===== config.mk =====
export PLATFORM = sky130hd
export DESIGN_NAME = mul_arbiter
export DESIGN_NICKNAME = d
export VERILOG_FILES = /design/src/rtl/mul_arbiter.sv
export SDC_FILE = /design/constraint.sdc
export NUM_CORES = 1
export LEC_CHECK = 0
export CORE_MARGIN = 5
export CORE_UTILIZATION = 52
export CTS_BUF_LIST = sky130_fd_sc_hd__clkbuf_4 sky130_fd_sc_hd__clkbuf_8
export CTS_CLUSTER_DIAMETER = 60
export DETAILED_ROUTE_END_ITERATION = 7
export PLACE_DENSITY_LB_ADDON = 0.12
export SYNTH_ARGS = -nofsm -noshare
export SYNTH_HDL_FRONTEND = slang
export SYNTH_SLANG_ARGS = --single-unit

===== constraint.sdc =====
create_clock -name clk -period 5.3 [get_ports clk]
set_input_delay 1.06 -clock clk [delete_from_list [all_inputs] [get_ports clk]]
set_output_delay 1.06 -clock clk [all_outputs]
set_load 0.005 [all_outputs]

===== src/rtl/mul_arbiter.sv =====
// Round-robin arbiter in front of a shared two-stage signed fixed-point multiplier.
// Responses return in acceptance order with a one-hot owner tag.
module mul_arbiter #(
    parameter int unsigned DATA_WIDTH = 16,
    parameter int unsigned BIN_POS    = 8,
    parameter int unsigned NUM_REQ    = 4
) (
    input  logic                          clk,
    input  logic                          rst,
    input  logic [NUM_REQ-1:0]            req_valid,
    input  logic [NUM_REQ*DATA_WIDTH-1:0] req_lhs,
    input  logic [NUM_REQ*DATA_WIDTH-1:0] req_rhs,
    output logic [NUM_REQ-1:0]            req_ready,
    output logic [NUM_REQ-1:0]            resp_valid,
    output logic [DATA_WIDTH-1:0]         resp_data,
    output logic                          busy,
    output logic [15:0]                   op_count
);

    localparam int unsigned PTR_W = $clog2(NUM_REQ);

    logic [PTR_W-1:0]             ptr_q;
    logic [PTR_W-1:0]             grant_idx;
    logic [PTR_W-1:0]             cand;
    logic                         grant_found;
    logic                         accept;
    logic [31:0]                  ptr_int;

    logic                         s1_valid_q;
    logic [PTR_W-1:0]             s1_owner_q;
    logic signed [DATA_WIDTH-1:0] s1_lhs_q;
    logic signed [DATA_WIDTH-1:0] s1_rhs_q;

    logic                         s2_valid_q;
    logic [PTR_W-1:0]             s2_owner_q;
    logic [DATA_WIDTH-1:0]        resp_data_q;
    logic [15:0]                  op_count_q;

    logic signed [2*DATA_WIDTH-1:0] prod;
    logic signed [2*DATA_WIDTH-1:0] shifted;
    logic [DATA_WIDTH-1:0]          prod_lo;
    logic                           unused_shift_hi;

    assign ptr_int = {{(32-PTR_W){1'b0}}, ptr_q};

    // Search starts one past the last winner and wraps, so the last winner goes last.
    always_comb begin
        grant_found = 1'b0;
        grant_idx   = '0;
        cand        = '0;
        for (int unsigned k = 1; k <= NUM_REQ; k++) begin
            cand = PTR_W'((ptr_int + k) % NUM_REQ);
            if (!grant_found && req_valid[cand]) begin
                grant_found = 1'b1;
                grant_idx   = cand;
            end
        end
    end

    always_comb begin
        req_ready = '0;
        if (rst && grant_found) begin
            req_ready[grant_idx] = 1'b1;
        end
    end

    assign accept = |req_ready;

    // Full-width signed product, arithmetic shift floors toward -inf, low bits wrap.
    assign prod            = s1_lhs_q * s1_rhs_q;
    assign shifted         = prod >>> BIN_POS;
    assign prod_lo         = shifted[DATA_WIDTH-1:0];
    assign unused_shift_hi = ^shifted[2*DATA_WIDTH-1:DATA_WIDTH];

    always_ff @(posedge clk or negedge rst) begin
        if (!rst) begin
            ptr_q       <= PTR_W'(NUM_REQ - 1);
            s1_valid_q  <= 1'b0;
            s1_owner_q  <= '0;
            s1_lhs_q    <= '0;
            s1_rhs_q    <= '0;
            s2_valid_q  <= 1'b0;
            s2_owner_q  <= '0;
            resp_data_q <= '0;
            op_count_q  <= '0;
        end else begin
            s1_valid_q <= accept;
            if (accept) begin
                ptr_q      <= grant_idx;
                s1_owner_q <= grant_idx;
                s1_lhs_q   <= req_lhs[grant_idx*DATA_WIDTH +: DATA_WIDTH];
                s1_rhs_q   <= req_rhs[grant_idx*DATA_WIDTH +: DATA_WIDTH];
            end
            s2_valid_q <= s1_valid_q;
            if (s1_valid_q) begin
                s2_owner_q  <= s1_owner_q;
                resp_data_q <= prod_lo;
                op_count_q  <= op_count_q + 16'd1;
            end
        end
    end

    always_comb begin
        resp_valid = '0;
        if (s2_valid_q) begin
            resp_valid[s2_owner_q] = 1'b1;
        end
    end

    assign resp_data = resp_data_q;
    assign busy      = s1_valid_q | s2_valid_q;
    assign op_count  = op_count_q;

    a_ready_onehot: assert property (@(posedge clk) disable iff (!rst) $onehot0(req_ready));
    a_ready_valid:  assert property (@(posedge clk) disable iff (!rst)
                                     (req_ready & ~req_valid) == '0);

endmodule


==> results.toml <==
[synth]
netlist_area_sq_mm = 0.0114
synth-seq-cells = 72
syn-instance-count = 1223
async_flop_share_pct = 100
synth_edf_count = 0
syn-num-nets = 1614
avgSynthCellArea_sq_um = 9.33
ys.flop_type = "dfrtp_1"
synth_seq_area_share_pct = 15.8
synth_cell_types = 53
yosys_warnings = 0

[setup_path]
cp_top_family = "adder cells"
cp.arrival_ns = 5.80
crit_path_max_fanout = 8
cp_slowest_stage_delay_ns = 0.57
crit_path_end_kind = "flip-flop"
required_ns = 5.55
startpoint_type = "flip-flop"
crit_chain = "buf_12 > nand2_1 > fa_1 > fa_1 > inv_1 > fa_1 > inv_1 > fa_1 > fa_1 > fa_1 > inv_1 > ha_1 > inv_1 > or4_4 > a211oi_2 > nor4_2 > xnor2_1 > a21oi_1"
critPathMostFrequentCell = "fa_1"
critical_path_class = "reg2reg"
crit_slowest_cell = "fa_1"
cp_num_buf_inv = 5

[die]
die_x_um = 158
rows = 54
start_util_pct = 52.6
die_area_sq_mm = 0.0250
core-area_sq_mm = 0.0217
pin_count = 175
die_y_um = 158

[global_routing]
overflow = 0
grt_pass1_vias = 9863
grt_start_max_net_pins = 63
grt_pass1_wl_um = 49900
grt_use_total_pct = 25.7
antenna_found_initial = 0

[cells_and_area]
drive_above_1_share_pct = 21.6
final_common_cell = "inv_1"
fillerInstances = 1673
fin_nets = 1894
register_area_sq_mm = 0.00183
multi_input_area_sq_mm = 0.00883
fin_util_pct = 70.4
syn2layout_area_growth_pct = 33.9
n_antenna_cell = 0
fin_area_sq_mm = 0.0153
final_cell_mix = "inv_1, fa_1, clkdlybuf4s50_1, nand2_1, buf_4"

[min_path]
hp-class = "reg2reg"

[timing]
fmax_ghz = 0.180
setup_viol = 9
fin_setup_tns_ns = -1.11
fin_crit_ns = 5.54
setup_ws_ns = -0.244
max-slew-margin-rel_pct = 34.3
fin_crit_sh_pct = 105
holdWs_ns = 0.483
worst_pin_slew_ns = 0.985
fin_worst_skew_ns = 0.0277
maxSlewViolCount = 0
rsz0062_at_grt = "yes"
finalHoldViolations = 0

[clocking]
root_buffer = "clkbuf_8"
htree_levels = 3
cts_tree = "done"
clock_latency_ns = 0.39
cts.sinks = 72
numCtsBuffers = 9
cts_buffer_depth = 2
clk_pin_slew_ns = 0.09

[job]
max_cap_violations = 0

[outcome]
status = "finished with violations"
violations = "setup timing"

[detailed_routing]
drc = 0
vias = 9075
drt_iter0_drc = 420
finalWirelength_um = 31100
vias_per_cell = 5.08
dr.pass1.iters = 5
final_antenna_net_count = 0
wl_per_cell_um = 17.4

[place]
place_hpwl_um = 25700
gp_congestion = 0.893
placed_area_sq_mm = 0.0145
io_buffers = 174
## timing repair
action | in CTS | in global routing
pin swaps | 23 | 34
gates cloned | 1 | 0
setup buffers | 20 | 12
endpoints found under the setup margin | 15 | 15
resized for setup | 43 | 64
hold buffers | 0 | 0
endpoints found under the hold margin | 0 | 0
## cells by family after synthesis
kind of cell / share of synthesized area (%)
buffers and inverters: 10.7
AND/OR/NAND/NOR: 14.3
XOR/XNOR: 3.95
AO/OA/AOI/OAI: 4.54
flip-flops: 15.8
multiplexers: 10.3
adder cells (fa/ha/maj): 40.4
## Yosys cell counts, types with 2 or more instances
cell / n / area share [%]
a211oi_1: 3 / 0.20
a21o_1: 4 / 0.26
a21oi_1: 16 / 0.70
a31oi_1: 3 / 0.16
and2_1: 102 / 5.6
and3_1: 6 / 0.33
buf_2: 4 / 0.18
buf_4: 5 / 0.33
buf_6: 3 / 0.30
clkbuf_1: 43 / 1.4
dfrtp_1: 70 / 15
dfstp_2: 2 / 0.46
fa_1: 186 / 33
ha_1: 71 / 7.8
inv_1: 258 / 8.5
mux2_2: 47 / 4.6
mux2i_1: 64 / 5.6
nand2_1: 168 / 5.5
nand2b_1: 5 / 0.27
nand3_1: 9 / 0.39
nand4_1: 8 / 0.44
nor2_1: 23 / 0.76
nor3_1: 5 / 0.22
nor3b_1: 2 / 0.13
o2111ai_1: 2 / 0.15
o211ai_1: 4 / 0.26
o21a_1: 3 / 0.20
o21ai_0: 14 / 0.61
o21ai_1: 23 / 1.0
o2bb2ai_1: 2 / 0.15
xnor2_1: 37 / 2.8
xor2_1: 10 / 0.77
## final cells by class
type	count	area share (%)
Tap cell	280	2.29
Inverter	259	6.37
Sequential cell	72	12.0
Clock buffer	9	0.811
Multi-Input combinational cell	837	57.8
Timing Repair Buffer	324	20.3
Clock inverter	7	0.401
## metrics by stage
step | std cells | setup slack (ns)
final | 1788 | -0.244
after global routing | 1788 | -0.422
after CTS | 1777 | -0.223
after detailed placement | 1740 | -0.425
after global placement | 1740 | -0.330
after floorplan | 1223 | -0.00315
## metal layers
layer | share of wire [%] | wire length, um | GRT usage (%)
met4 | 2.6 | 816 | 6.62
met1 | 42 | 12900 | 33.5
met5 | 0 | 0 | 0
met2 | 48 | 15000 | 43.5
met3 | 7.5 | 2350 | 6.07
## registers in the layout (all words and copies together) (netlist names)
register / cells
ptr_q: 2
resp_data: 16
op_count: 16
s1_lhs_q: 16
s1_valid_q: 1
s1_rhs_q: 16
s2_owner_q: 2
s2_valid_q: 1
s1_owner_q: 2
## worst paths after layout
| check | start | to | slack, ns | cells after the start |
|---|---|---|---|---|
| max in group asynchronous | rst | s1_rhs_q[6] | 3.68 | 2 |
| max reg2reg | s1_lhs_q[14] | resp_data[15] | -0.24 | 18 |
| min reg2reg | op_count[15] | op_count[15] | 0.48 | 1 |
| min in group asynchronous | rst | resp_data[14] | 0.56 | 1 |
| min | op_count[15] | op_count[15] | 0.48 | 1 |
| max | s1_lhs_q[14] | resp_data[15] | -0.24 | 18 |
Power is not shown: default switching activity piles up to over one toggle a cycle in this logic, so the estimate is an artifact.
